### src/rtl/lsu_pkg.sv
// Shared types and constants for the MEM-stage load/store unit.
//   lsu_state_t : bus-transaction FSM states
//   F3_*        : funct3 access size/sign encodings
package lsu_pkg;

    localparam int unsigned DATA_W = 32;
    localparam int unsigned BE_W   = DATA_W / 8;

    typedef enum logic [1:0] {
        IDLE   = 2'd0,
        REQ    = 2'd1,
        WAIT_R = 2'd2,
        DONE   = 2'd3
    } lsu_state_t;

    localparam logic [2:0] F3_LB  = 3'b000;
    localparam logic [2:0] F3_LH  = 3'b001;
    localparam logic [2:0] F3_LW  = 3'b010;
    localparam logic [2:0] F3_LBU = 3'b100;
    localparam logic [2:0] F3_LHU = 3'b101;

endpackage

### src/rtl/load_store_align.sv
// Combinational lane logic for the LSU.
//   funct3_i/addr_lo_i/store_data_i : current access -> be_o, wdata_o, misaligned_o
//   ld_funct3_i/ld_addr_lo_i/rdata_i : access latched at issue -> load_data_o
// Undefined funct3 encodings behave as a word access.
module load_store_align
    import lsu_pkg::*;
(
    input  logic [2:0]        funct3_i,
    input  logic [1:0]        addr_lo_i,
    input  logic [DATA_W-1:0] store_data_i,
    input  logic [2:0]        ld_funct3_i,
    input  logic [1:0]        ld_addr_lo_i,
    input  logic [DATA_W-1:0] rdata_i,
    output logic [BE_W-1:0]   be_o,
    output logic [DATA_W-1:0] wdata_o,
    output logic              misaligned_o,
    output logic [DATA_W-1:0] load_data_o
);

    logic [DATA_W-1:0] lane;

    // Store side: byte enables, lane replication, alignment check.
    always_comb begin
        be_o         = 4'hF;
        wdata_o      = store_data_i;
        misaligned_o = 1'b0;
        case (funct3_i)
            F3_LB, F3_LBU: begin
                be_o    = 4'b0001 << addr_lo_i;
                wdata_o = {4{store_data_i[7:0]}};
            end
            F3_LH, F3_LHU: begin
                be_o         = 4'b0011 << addr_lo_i;
                wdata_o      = {2{store_data_i[15:0]}};
                misaligned_o = addr_lo_i[0];
            end
            default: misaligned_o = |addr_lo_i;
        endcase
    end

    // Shift the addressed lane down to bit 0 before extension.
    assign lane = rdata_i >> {ld_addr_lo_i, 3'b000};

    // Load side: sign/zero extension of the selected lane.
    always_comb begin
        case (ld_funct3_i)
            F3_LB:   load_data_o = {{24{lane[7]}}, lane[7:0]};
            F3_LBU:  load_data_o = {24'd0, lane[7:0]};
            F3_LH:   load_data_o = {{16{lane[15]}}, lane[15:0]};
            F3_LHU:  load_data_o = {16'd0, lane[15:0]};
            default: load_data_o = rdata_i;
        endcase
    end

endmodule

### src/rtl/mem_stage_lsu.sv
// MEM-stage load/store unit: turns EX/MEM loads/stores into req/gnt/rvalid
// bus transactions, stalls the pipeline while one is outstanding, and
// returns extended load data to MEM/WB.
//   inputs : memRead_mem, memWrite_mem, alu_result_mem, rs2_mem, funct3_mem,
//            dmem_gnt, dmem_rvalid, dmem_rdata
//   outputs: stall_mem, misaligned_mem (combinational in IDLE),
//            load_data_mem, load_valid_mem, dmem_req/we/addr/be/wdata (registered)
module mem_stage_lsu
    import lsu_pkg::*;
#(
    parameter int unsigned ADDR_W = 32
)
(
    input  logic              clk,
    input  logic              rst_n,
    input  logic              memRead_mem,
    input  logic              memWrite_mem,
    input  logic [ADDR_W-1:0] alu_result_mem,
    input  logic [DATA_W-1:0] rs2_mem,
    input  logic [2:0]        funct3_mem,
    output logic              stall_mem,
    output logic [DATA_W-1:0] load_data_mem,
    output logic              load_valid_mem,
    output logic              misaligned_mem,
    output logic              dmem_req,
    output logic              dmem_we,
    output logic [ADDR_W-1:0] dmem_addr,
    output logic [BE_W-1:0]   dmem_be,
    output logic [DATA_W-1:0] dmem_wdata,
    input  logic              dmem_gnt,
    input  logic              dmem_rvalid,
    input  logic [DATA_W-1:0] dmem_rdata
);

    lsu_state_t        state_q, state_d;
    logic              we_q, we_d;
    logic [ADDR_W-1:0] addr_q, addr_d;
    logic [BE_W-1:0]   be_q, be_d;
    logic [DATA_W-1:0] wdata_q, wdata_d;
    logic [2:0]        f3_q, f3_d;
    logic [1:0]        alo_q, alo_d;
    logic [DATA_W-1:0] ldata_q, ldata_d;

    logic [BE_W-1:0]   be_c;
    logic [DATA_W-1:0] wdata_c;
    logic              mis_c;
    logic [DATA_W-1:0] ldata_c;

    load_store_align u_align (
        .funct3_i     (funct3_mem),
        .addr_lo_i    (alu_result_mem[1:0]),
        .store_data_i (rs2_mem),
        .ld_funct3_i  (f3_q),
        .ld_addr_lo_i (alo_q),
        .rdata_i      (dmem_rdata),
        .be_o         (be_c),
        .wdata_o      (wdata_c),
        .misaligned_o (mis_c),
        .load_data_o  (ldata_c)
    );

    // Next-state, issue/capture and combinational stall/misaligned.
    always_comb begin
        state_d        = state_q;
        we_d           = we_q;
        addr_d         = addr_q;
        be_d           = be_q;
        wdata_d        = wdata_q;
        f3_d           = f3_q;
        alo_d          = alo_q;
        ldata_d        = ldata_q;
        stall_mem      = 1'b0;
        misaligned_mem = 1'b0;
        unique case (state_q)
            IDLE: begin
                if (memRead_mem || memWrite_mem) begin
                    if (mis_c) begin
                        misaligned_mem = 1'b1;
                    end else begin
                        // Store wins when both flags are set.
                        stall_mem = 1'b1;
                        we_d      = memWrite_mem;
                        addr_d    = {alu_result_mem[ADDR_W-1:2], 2'b00};
                        be_d      = be_c;
                        wdata_d   = wdata_c;
                        f3_d      = funct3_mem;
                        alo_d     = alu_result_mem[1:0];
                        state_d   = REQ;
                    end
                end
            end
            REQ: begin
                stall_mem = 1'b1;
                if (dmem_gnt) begin
                    if (we_q) begin
                        state_d = DONE;
                    end else if (dmem_rvalid) begin
                        ldata_d = ldata_c;
                        state_d = DONE;
                    end else begin
                        state_d = WAIT_R;
                    end
                end
            end
            WAIT_R: begin
                stall_mem = 1'b1;
                if (dmem_rvalid) begin
                    ldata_d = ldata_c;
                    state_d = DONE;
                end
            end
            // EX/MEM advances on this edge; never re-evaluate the old access here.
            DONE:    state_d = IDLE;
            default: state_d = IDLE;
        endcase
    end

    // State and transaction registers.
    always_ff @(posedge clk or negedge rst_n) begin
        if (!rst_n) begin
            state_q <= IDLE;
            we_q    <= 1'b0;
            addr_q  <= '0;
            be_q    <= '0;
            wdata_q <= '0;
            f3_q    <= 3'd0;
            alo_q   <= 2'd0;
            ldata_q <= '0;
        end else begin
            state_q <= state_d;
            we_q    <= we_d;
            addr_q  <= addr_d;
            be_q    <= be_d;
            wdata_q <= wdata_d;
            f3_q    <= f3_d;
            alo_q   <= alo_d;
            ldata_q <= ldata_d;
        end
    end

    assign dmem_req       = (state_q == REQ);
    assign load_valid_mem = (state_q == DONE) && !we_q;
    assign dmem_we        = we_q;
    assign dmem_addr      = addr_q;
    assign dmem_be        = be_q;
    assign dmem_wdata     = wdata_q;
    assign load_data_mem  = ldata_q;

endmodule

### config.mk
export PLATFORM = sky130hd
export DESIGN_NAME = mem_stage_lsu
export DESIGN_NICKNAME = d
export VERILOG_FILES = /design/src/rtl/lsu_pkg.sv /design/src/rtl/load_store_align.sv /design/src/rtl/mem_stage_lsu.sv
export SDC_FILE = /design/constraint.sdc
export NUM_CORES = 1
export LEC_CHECK = 0
export BUFFER_PORTS_ARGS = -buffer_cell sky130_fd_sc_hd__buf_2
export CAP_MARGIN = 10
export CORE_MARGIN = 8
export CORE_UTILIZATION = 45
export DETAILED_ROUTE_END_ITERATION = 10
export GPL_ROUTABILITY_DRIVEN = 0
export MAX_ROUTING_LAYER = met4
export PLACE_DENSITY = 0.76
export SYNTH_ARGS = -nofsm -noshare
export SYNTH_HDL_FRONTEND = slang
export SYNTH_SLANG_ARGS = --single-unit
### constraint.sdc
create_clock -name clk -period 4.8 [get_ports clk]
set_input_delay 0.96 -clock clk [delete_from_list [all_inputs] [get_ports clk]]
set_output_delay 0.96 -clock clk [all_outputs]
set_load 0.02 [all_outputs]
Word-level counts from Yosys, hierarchy flattened

Cells that the tools add are included.

Bitwise operators: 1
Multipliers: 0
Eq/ne operators: 14
Shift operators: 3
Muxes and demuxes: 21
Reductions and logical operators: 14
$add $sub $neg: 0
$lt $le $gt $ge: 0
Divide/modulo/power cells: 0

Operator list:

| kind                                                              | number |
|---|---|
| 32-bit one-hot mux with 2 select lines                            | 2 |
| 32-bit one-hot mux with 4 select lines                            | 1 |
| 32-bit two-way mux                                                | 3 |
| 32-bit by 5-bit right shift with 16-bit output                    | 1 |
| 3-bit == test, second input constant                              | 4 |
| 2-bit two-way mux                                                 | 4 |
| 2-bit != test, second input constant                              | 4 |
| 2-bit one-hot mux with 4 select lines                             | 1 |
| 4-bit one-hot mux with 2 select lines                             | 1 |
| 2-bit OR reduction                                                | 4 |
| 1-bit two-way mux                                                 | 7 |
| 3-bit by 1-bit == test with 1-bit output, second input constant   | 2 |
| 3-bit logical NOT                                                 | 2 |
| 3-bit AND reduction                                               | 2 |
| 2-bit == test, second input constant                              | 2 |
| 1-bit one-hot mux with 2 select lines                             | 2 |
| 4-bit AND reduction                                               | 1 |
| 1-bit by 2-bit << shifter with 4-bit output, first input constant | 1 |
| 2-bit by 2-bit << shifter with 4-bit output, first input constant | 1 |
| 2-bit by 1-bit == test with 1-bit output, second input constant   | 1 |
| 2-bit logical NOT                                                 | 1 |
| 2-bit by 1-bit != test with 1-bit output, second input constant   | 1 |
| 2-bit nonzero test                                                | 1 |
| 1-bit logical AND                                                 | 1 |
| 3 further kinds                                                   | 3 |

Memory bits (writable): 0
Output and inout port bits: 105
Bits in latches: 0
Bits of input ports: 105
Register bits: 106
Memory bits (read-only): 0
Memories: 0
Word-level logic and storage cells: 61

Longest topological paths before layout

Gate-level depths: netlist of the first run.

Word-level depth: 6
Mapped depth: 8

Cells and area by module

A second synthesis of the first run with hierarchy kept.

Cell total of the unflattened synthesis: 427
Area total of the unflattened synthesis: 5718.0 um^2

Modules (own cells, without submodules):

| module           | cells an instance | instances | area an instance (um^2) |
|---|---|---|---|
| mem_stage_lsu    | 252               | 1         | 4496.8 |
| load_store_align | 175               | 1         | 1221.2 |

Least setup slack after synthesis of the first run

Ideal clock, no wire load.

Path kind: input port to output port
Start point: input alu_result_mem[0]
End point: output stall_mem
Data arrival time: 2301 ps
Path buffers: 3
Stages on the path: 6
Required time: 3840 ps
Path slack: 1539 ps
Path through: clkbuf_1 -> o21ai_0 -> nand3_1 -> buf_2 -> buf_1 -> a21oi_1

Cells in the longest elaborated chain, start to end: 5

RTL lines:

| item                                    | RTL line               | source |
|---|---|---|
| start, declared                         | mem_stage_lsu.sv:18    | `input logic [ADDR_W-1:0] alu_result_mem,` |
| 2-bit OR reduction                      | load_store_align.sv:37 | `default: misaligned_o = \|addr_lo_i;` |
| 1-bit one-hot mux with 2 select lines * | load_store_align.sv:27 | `case (funct3_i)` |
| 1-bit two-way mux *                     | mem_stage_lsu.sv:77    | `if (mis_c) begin` |
| 1-bit two-way mux *                     | mem_stage_lsu.sv:76    | `if (memRead_mem \|\| memWrite_mem) begin` |
| 1-bit one-hot mux with 2 select lines * | mem_stage_lsu.sv:74    | `unique case (state_q)` |
| end, declared                           | mem_stage_lsu.sv:21    | `output logic stall_mem,` |

Every way passes the cells marked *; elsewhere a longest branch is shown, timed or not.

Worst setup path after layout of the first run

Start point: input funct3_mem[1]
End point: output stall_mem

Cells in the longest elaborated chain, start to end: 6
Elaborated cells on any way between the ends: 10
Those cells by class: eq/ne: 3; mux: 4; reduce/logical: 3

RTL lines:

| item                                                             | RTL line               | source |
|---|---|---|
| start, declared                                                  | mem_stage_lsu.sv:20    | `input logic [2:0] funct3_mem,` |
| 3-bit by 1-bit == test with 1-bit output (tied with other cells) | load_store_align.sv:27 |  |
| 2-bit OR reduction                                               | load_store_align.sv:27 |  |
| 1-bit one-hot mux with 2 select lines *                          | load_store_align.sv:27 |  |
| 1-bit two-way mux *                                              | mem_stage_lsu.sv:77    |  |
| 1-bit two-way mux *                                              | mem_stage_lsu.sv:76    |  |
| 1-bit one-hot mux with 2 select lines *                          | mem_stage_lsu.sv:74    |  |

Marked as above.

==> results of run 1 <==
## synth_stat cells (all sizes together) (2+ instances only)
cell type and number:
clkbuf 20, nor2 29, and4b 2, ha 5, nand2b 8, a211oi 9, nand3 33, inv 6
buf 13, o21a 2, mux2i 33, a21oi 20, nand2 59, nor3b 8, mux2 45, nor2b 4
o21ai 53, and2 7, dfrtp 106, a31oi 2
## layer usage
layer  GRT usage  wire, µm  vias up
met1      0.2421      6153     2091
met5           -         0        -
met3     0.04514      1186        9
li1            -         -     2027
met2      0.3085      6831      179
met4     0.05397       104        0
## metrics by stage
stage	worst slack [ns]	std cells	cell area [µm²]	total power, mW
after floorplan	1.539	479	5001	2.927
after global placement	1.272	796	6113	3.609
after detailed placement	1.209	796	6113	3.677
after CTS	1.201	812	6299	4.221
after global routing	1.059	812	6299	4.465
final	1.209	812	6299	4.181
## flip-flops by register name (all words and copies together) (netlist names)
| name | cells |
|---|---|
| alo_q | 2 |
| dmem_addr | 30 |
| dmem_be | 4 |
| dmem_wdata | 32 |
| dmem_we | 1 |
| f3_q | 3 |
| load_data_mem | 32 |
| state_q | 2 |
## logic make-up (layout without fill, tap and decap cells)
group	Yosys count	after routing	synth area share
AOI/OAI and AO/OA	93	93	0.1049
other	1	2	0.0007504
xor gates and xnor gates	1	1	0.001753
muxes	79	79	0.1720
buffers and inverters	39	232	0.03255
DFF	106	106	0.5308
adders and majority gates	5	5	0.01252
and+or+nand+nor	154	154	0.1447
## cell type report
class | count | share of cell area
clock buffers | 10 | 0.02026
clock inverters | 6 | 0.009138
inverters | 6 | 0.003576
multi-input cells | 334 | 0.3496
flip-flops and latches | 106 | 0.4211
well taps | 140 | 0.02781
repair buffers | 210 | 0.1685
## where the power goes
group	internal [mW]	switching, mW
registers	1.32	0.334
clock network	0.239	0.304
logic	0.770	1.22
total	2.33	1.85
## final timing paths
kind	from	end	slack (ns)	cells past startpoint
max in group asynchronous	rst_n	dmem_addr[11]	3.04	2
min in group asynchronous	rst_n	load_data_mem[29]	0.74	1
worst min-delay path	dmem_wdata[28]	dmem_wdata[28]	0.49	2
worst max register to register	state_q[0]	dmem_addr[22]	2.29	6
worst min register to register	dmem_wdata[28]	dmem_wdata[28]	0.49	2
worst max-delay path	funct3_mem[1]	stall_mem	1.21	5
## worst max-delay path, delay by kind of cell
family | cells | cell delay (ns)
buf+inv | 2 | 0.66
simple gates | 1 | 0.49
compound gates | 2 | 0.51
==> metrics.cfg, run 1 <==
[synthesis]
syn_area_mm2=0.004997
synthCells=478
ys_seq_area_frac=0.5308
synth_top_area_frac=0.5308
ys_types=38
synth_area_leaders=dfrtp_1, mux2_2, mux2i_1
synth_top_area_cell=dfrtp_1
synth_area_per_cell_um2=10.45
dominantRegCellSynth=dfrtp_1
synth-edff-count=0
async_flop_share=1.000
yosys_warnings=0
synth-seq-cells=106

[finish]
layout_common_cells=buf_2, dfrtp_1, nand2_1, o21ai_0, mux2_2
areaGrowthSynthToFinish_pct=26.04
final_core_util=0.5810
fill_cells=941
multi_input_area_mm2=0.002202
final_common_cell=buf_2
finalNetCount=777
drive_gt1_frac=0.4092
register_area_mm2=0.002653
num_antenna_cells=0

[drt]
vias=4306
drc=0
dr.pass1.iters=4
post_drt_wl_per_cell_um=17.58
wl_um=14280
drt_iter0_drc=254
vias_per_cell=5.303
final_antenna_net_count=0

[global_route]
grt_usage=0.1938
grt_antenna_before_repair=0
grt_pass1_wl_um=22580
grt_max_degree=75
grt_pass1_vias=4578
grt.overflow.total=0

[floorplan]
dieArea_mm2=0.01473
fp.dieW_um=121.4
rows=38
start_util=0.4610
io_pins=210
coreArea_mm2=0.01084
dieHeight_um=121.4

[clocking]
cts_tree=yes
clock-root-buffer=clkbuf_8
clockBufferDepth=2
cts_hold_buf=0
cts-buffers-inserted=9
cts_max_level=3
cts_resized=0
insertion_delay_ns=0.36
clock_sinks=106
cts.clk_slew.worst_paths_ns=0.11
postCtsSetupRepairBufs=0

[worst_setup_path]
arrival_ns=2.63
crit_path_frequent_cell=buf_2
max_stage_delay_ns=0.49
crit_required_ns=3.84
end_kind=output port
path_class=input port to output port
critPathSlowestCell=nand3_4
crit_fanout=41
cp-start-kind=input port
crit_chain=buf_2 > o21ai_0 > nand3_4 > a21oi_1 > buf_2

[timing]
slew_viol_final=0
worstMarginPinSlew_ns=1.149
rsz0062_at_grt=false
period_share=0.7482
period_needed_ns=3.591
relSlewSlack=0.2313
fmax_mhz=278.5
hold_ws_ns=0.4876
final_hold_viol_count=0
setup_viol=0
tns_ns=0
finalClockSkew_ns=0.01012

[power]
cellPowerDensity_mw_per_mm2=663.8
p_leak_nw=3.196
peakVddDrop_mv=0.3734

[run]
maxCapViolations=0

[placement]
io_buffers=207
dp_hpwl_um=10610

[min_path]
hold_path.class=register to register

[status]
status=finished clean

Note: power is estimated with default switching activity, not from simulation.
==> run 2, diff against run 1 <==
Clock period 4.8 ns to 3.7 ns, I/O delays scaled along.
==> run 2 against run 1 <==
Critical path depth is 1 higher; combinational power is 30% higher; wire length decreased by 1.6%; clock skew about the same; die area is the same; flip-flop and latch count did not move; global-route usage down 0.14 points.
==> metrics.cfg, run 2 (synthesis gave the netlist of run 1 again) <==
[worst_setup_path]
arrival_ns=1.89  ; -0.74 ns
crit_path_end=stall_mem
r2r_slack_ns=1.25  ; -1.04 ns
end_kind=output port
critical_path.top_delay_family=flip-flops
cp_num_buf_inv=2  ; unchanged
cp.depth=6  ; +1
critPathSlowestCell=dfrtp_1
crit_required_ns=2.96  ; -0.88 ns
reg2reg_from=state_q[0]
crit_start=state_q[0]
r2r_end=dmem_addr[21]
reg2regPathDepth=6  ; unchanged
cp-start-kind=register
path_class=register to output port
max_stage_delay_ns=0.47  ; -0.02 ns
crit_fanout=7  ; -83%
crit_chain=inv_1 > ha_1 > o21a_1 > nand3_4 > a21oi_1 > buf_2

[timing]
worstMarginPinSlew_ns=1.031  ; -0.1180 ns
final_hold_viol_count=0  ; unchanged
fmax_mhz=379.6
setup_viol=0  ; unchanged
relSlewSlack=0.3128  ; +0.08151
slew_viol_final=0  ; unchanged
finalClockSkew_ns=0.01024  ; +0.0001115 ns
period_share=0.7119
tns_ns=0  ; unchanged
rsz0062_at_grt=false
period_needed_ns=2.634

[finish]
multi_input_area_mm2=0.002202  ; unchanged
layout_common_cells=buf_2, dfrtp_1, nand2_1, o21ai_0, mux2_2
register_area_mm2=0.002653  ; unchanged
finalNetCount=780  ; +0.39%
num_antenna_cells=0  ; unchanged
fill_cells=944  ; +0.32%
final_core_util=0.5874  ; +0.006348
areaGrowthSynthToFinish_pct=27.42
final_common_cell=buf_2
drive_gt1_frac=0.4095  ; about the same

[drt]
post_drt_wl_per_cell_um=17.26  ; -1.8%
final_antenna_net_count=0  ; unchanged
vias=4348  ; +0.98%
drc=0  ; unchanged
wl_um=14050  ; -1.6%
drt_iter0_drc=259  ; +2.0%
dr.pass1.iters=4  ; unchanged
vias_per_cell=5.342  ; +0.73%

[global_route]
grt_antenna_before_repair=0  ; unchanged
grt_util_met3=0.04700  ; +0.001861
met1_usage=0.2421  ; about the same
grt_pass1_vias=4463  ; -2.5%
grt_usage=0.1924  ; -0.001396
grt_most_used_layer=met2
grt.overflow.total=0  ; unchanged
grtUsageMet2=0.2975  ; -0.01099
grt_max_degree=94  ; +25%
grt_pass1_wl_um=22090  ; -2.1%

[clocking]
cts_hold_buf=0  ; unchanged
cts_max_level=3  ; unchanged
cts-buffers-inserted=9  ; unchanged
clockBufferDepth=2  ; unchanged
postCtsSetupRepairBufs=0  ; unchanged
clock_sinks=106  ; unchanged
cts_tree=yes
cts_resized=0  ; unchanged
insertion_delay_ns=0.36  ; about the same
cts.clk_slew.worst_paths_ns=0.10  ; about the same
clock-root-buffer=clkbuf_8

[power]
p_leak_nw=3.230  ; +1.1%
peakVddDrop_mv=0.4203  ; +13%
finalPower_mw=5.502  ; +32%
cellPowerDensity_mw_per_mm2=864.1  ; +30%

[floorplan]
coreArea_mm2=0.01084  ; unchanged
start_util=0.4610  ; unchanged
dieArea_mm2=0.01473  ; unchanged
rows=38  ; unchanged
dieHeight_um=121.4  ; unchanged
fp.dieW_um=121.4  ; unchanged
io_pins=210  ; unchanged

[run]
maxCapViolations=0  ; unchanged

[min_path]
hold_path.class=input port to async pin

[placement]
dp_hpwl_um=10610  ; about the same
io_buffers=207  ; unchanged

[status]
status=finished clean

-- run 2: how the worst min path moves through the flow --
stage	to	slack [ns]	cells past startpoint
2_1_floorplan	alo_q[0]	0.44	0
3_3_place_gp	dmem_wdata[9]	0.46	2
3_5_place_dp	load_data_mem[5]	0.47	2
4_1_cts	load_data_mem[25]	0.44	1
5_1_grt	load_data_mem[11]	0.47	1
6_report	load_data_mem[11]	0.41	1
-- run 2: cell type report --
| class | instances | area share |
|---|---|---|
| Clock buffer | 13 | 0.02496 |
| Clock inverter | 2 | 0.009432 |
| Inverter | 6 | 0.003537 |
| Multi-Input combinational cell | 334 | 0.3458 |
| Sequential cell | 106 | 0.4166 |
| Tap cell | 140 | 0.02751 |
| Timing Repair Buffer | 213 | 0.1721 |
-- run 2: routing by layer --
layer	vias up	wire length (µm)
met3	20	1208
met1	2096	6046
met2	192	6582
met5	-	0
met4	0	209
li1	2040	-
-- run 2: worst reg2reg max path: cells and delay by family, from the launching register on --
| kind | cells | cell delay (ns) |
|---|---|---|
| buffers and inverters | 2 | 0.85 |
| multiplexers | 1 | 0.48 |
| AND/OR/NAND/NOR | 1 | 0.10 |
| adder cells (fa/ha/maj) | 1 | 0.26 |
| flip-flops | 1 | 0.48 |
| AO/OA/AOI/OAI | 1 | 0.17 |
-- run 2: through the flow --
stage                     std cells  hold WS (ns)  setup slack [ns]  instance area (µm²)
after global routing            814        0.4659            0.9508                 6367
final                           814        0.4120             1.066                 6367
after CTS                       814        0.4391             1.063                 6367
after global placement          799        0.4580             1.073                 6148
after detailed placement        799        0.4656            0.9901                 6148
after floorplan                 479        0.4444            0.8788                 5001
-- run 2: power by group --
| part | internal (mW) | total, mW | switching [mW] |
|---|---|---|---|
| sequential | 1.71 | 2.14 | 0.426 |
| combinational | 1.01 | 2.58 | 1.57 |
| clock | 0.416 | 0.789 | 0.373 |
| total | 3.13 | 5.50 | 2.37 |
==> run 3, diff against run 2 <==
Settings changed: ABC_AREA set to 1, PLACE_DENSITY 0.76 to 0.77.
Clock period 3.7 ns to 2.2 ns, I/O delays scaled along.
==> run 3 against run 2 <==
Via count increased by 24%; global-route usage increased by 2.8 points; cell count increased by 34%; critical path type unchanged; wire length increased by 19%; clock power increased by 110%; count of clock-buffer cells in the layout decreased by 4; first-iteration DRC count increased by 85%; synthesized cell count increased by 55%.
==> metrics.cfg, run 3 <==
[synthesis]
ys_seq_area_frac=0.4851  ; -0.04567
yosysMostFrequentCell=nand2_1
ys_types=27  ; -29%
synth_top_area_frac=0.4851  ; -0.04567
synth-edff-count=0  ; unchanged
yosys_warnings=0  ; unchanged
synth_area_per_cell_um2=7.359  ; -30%
synth_top_area_cell=dfrtp_1
syn_area_mm2=0.005468  ; +9.4%
netlist_top_cells_count=nand2_1, dfrtp_1, inv_1, o21ai_0, a21oi_1
synth_area_leaders=dfrtp_1, nand2_1, o21ai_0
synth-seq-cells=106  ; unchanged
async_flop_share=1.000  ; unchanged
synthCells=743  ; +55%
dominantRegCellSynth=dfrtp_1

[finish]
finalNetCount=1046  ; +34%
drive_gt1_frac=0.2809  ; -0.1286
areaGrowthSynthToFinish_pct=26.41
layout_common_cells=nand2_1, buf_2, dfrtp_1, inv_1, o21ai_0
final_common_cell=nand2_1

[drt]
final_antenna_net_count=0  ; unchanged
vias=5393  ; +24%
drc=0  ; unchanged
vias_per_cell=4.957  ; -7.2%
drt_iter0_drc=478  ; +85%
post_drt_wl_per_cell_um=15.34  ; -11%
dr.pass1.iters=5  ; +1
wl_um=16690  ; +19%

[worst_setup_path]
max_stage_delay_ns=0.39  ; -0.08 ns
critical_path.top_delay_family=flip-flops
arrival_ns=1.63  ; -0.26 ns
crit_fanout=6  ; -1
path_class=register to output port
cp_num_buf_inv=3  ; +1
end_kind=output port
critPathSlowestCell=dfrtp_1
crit_chain=inv_1 > ha_2 > nand2_2 > nor2_4 > inv_2 > a21oi_2 > buf_4
crit_required_ns=1.76  ; -1.20 ns
cp-start-kind=register

[timing]
rsz0062_at_grt=false
setup_viol=0  ; unchanged
finalClockSkew_ns=0.004793  ; -0.005443 ns
period_share=0.9416
fmax_mhz=482.8
tns_ns=0  ; unchanged
slew_viol_final=0  ; unchanged
period_needed_ns=2.071
fin_ws_ns=0.1286  ; -0.9374 ns
worstMarginPinSlew_ns=0.6272  ; -0.4037 ns
relSlewSlack=0.5791  ; +0.2663
final_hold_viol_count=0  ; unchanged

[global_route]
grt_max_degree=82  ; -13%
grt.overflow.total=0  ; unchanged
grt_usage=0.2203  ; +0.02791
grt_pass1_wl_um=27550  ; +25%
grt_antenna_before_repair=1  ; +1
grt_pass1_vias=5430  ; +22%

[power]
peakVddDrop_mv=0.7566  ; +80%
p_int_mw=5.551  ; +77%
p_clk_frac=0.156  ; +0.013
pwr-share-comb=0.514  ; +0.046
p_sw_mw=4.827  ; +100%
switching_share=0.4651  ; +0.03456
finalPower_mw=10.38  ; +89%
cellPowerDensity_mw_per_mm2=1501  ; +74%
p_leak_nw=4.092  ; +27%
p_seq_frac=0.330  ; -0.058

[clocking]
cts.clk_slew.worst_paths_ns=0.07  ; -0.03 ns
cts_max_level=3  ; unchanged
cts_tree=yes
clockBufferDepth=2  ; unchanged
cts-buffers-inserted=9  ; unchanged
insertion_delay_ns=0.35  ; about the same
clock_sinks=106  ; unchanged
clock-root-buffer=clkbuf_16

[floorplan]
fp.dieW_um=126.2  ; +4.0%
dieArea_mm2=0.01593  ; +8.2%
io_pins=210  ; unchanged
rows=40  ; +5.3%
coreArea_mm2=0.01196  ; +10%
dieHeight_um=126.2  ; +4.0%
start_util=0.4571  ; -0.003875

[placement]
io_buffers=207  ; unchanged
pre_cts_slack_ns=0.3191  ; -0.6710 ns
dp_hpwl_um=12520  ; +18%

[status]
status=finished clean

[run]
maxCapViolations=0  ; unchanged

[min_path]
hold_path.class=input port to async pin

-- run 3: cell types whose count changed after synthesis, sizes merged, moves of 9 or more --
cell    delta
mux2i     -33
a211oi     -9
a21oi     +23
clkbuf    -11
buf       +18
inv       +65
or2       +16
mux2      -45
nand2    +266
-- run 3: worst paths after layout --
kind,startpoint,endpoint,slack [ns],cells after the start
worst min-delay path,rst_n,load_data_mem[13],0.04,1
worst min register to register,dmem_addr[23],dmem_addr[23],0.47,2
worst max-delay path,state_q[0],stall_mem,0.13,7
worst max register to register,state_q[0],load_data_mem[17],0.42,11
max in group asynchronous,rst_n,dmem_addr[19],1.59,2
min in group clk,alu_result_mem[4],dmem_addr[4],0.28,3
-- run 3: routing by layer --
| metal | vias up | track usage | wire, µm |
|---|---|---|---|
| met4 | 0 | 0.07148 | 252 |
| li1 | 2677 | - | - |
| met5 | - | - | 0 |
| met2 | 229 | 0.3329 | 7444 |
| met3 | 18 | 0.06456 | 1385 |
| met1 | 2469 | 0.2785 | 7611 |
-- run 3: power groups by stage --
stage	Combinational, mW	Clock [mW]	Sequential [mW]
after floorplan	2.58	0	4.43
after global placement	5.21	0	3.45
after detailed placement	5.32	0	3.44
after CTS	5.37	1.66	3.42
after global routing	5.97	1.74	3.53
final	5.34	1.62	3.42
-- run 3: logic make-up (layout without fill, tap and decap cells) --
kind of cell             Yosys count  count (layout)  synth area share
AND/OR/NAND/NOR                  418             418            0.3153
buffers and inverters            111             307           0.09314
flip-flops                       106             106            0.4851
AO/OA/AOI/OAI                    102             102           0.09428
adder cells (fa/ha/maj)            5               5           0.01144
other                              1               3         0.0006858
-- run 3: area by class of cell --
type / instances / area (µm²)
diodes: 1 / 2.502
clock buffers: 9 / 225.2
clock inverters: 6 / 66.31
fillers: 1181 / 5050
inverters: 71 / 266.5
multi-input cells: 527 / 2318
flip-flops and latches: 106 / 2653
well taps: 147 / 183.9
repair buffers: 221 / 1196
-- run 3: what timing repair did --
action | CTS | global route
gates resized for setup | 0 | 4
hold buffers | 0 | 0
endpoints found under the setup margin | 1 | 1
buffers inserted | 2 | 0
hold endpoints to repair | 0 | 0
-- run 3: stage by stage --
stage / cells / util / hold WS (ns) / instance area [µm²]
6_report: 1088 / 0.5778 / 0.04056 / 6912
5_1_grt: 1088 / 0.5778 / 0.06588 / 6912
4_1_cts: 1087 / 0.5767 / 0.04331 / 6898
3_5_place_dp: 1070 / 0.5510 / 0.4226 / 6591
3_3_place_gp: 1070 / 0.5510 / 0.4195 / 6591
2_1_floorplan: 744 / - / 0.1444 / 5472
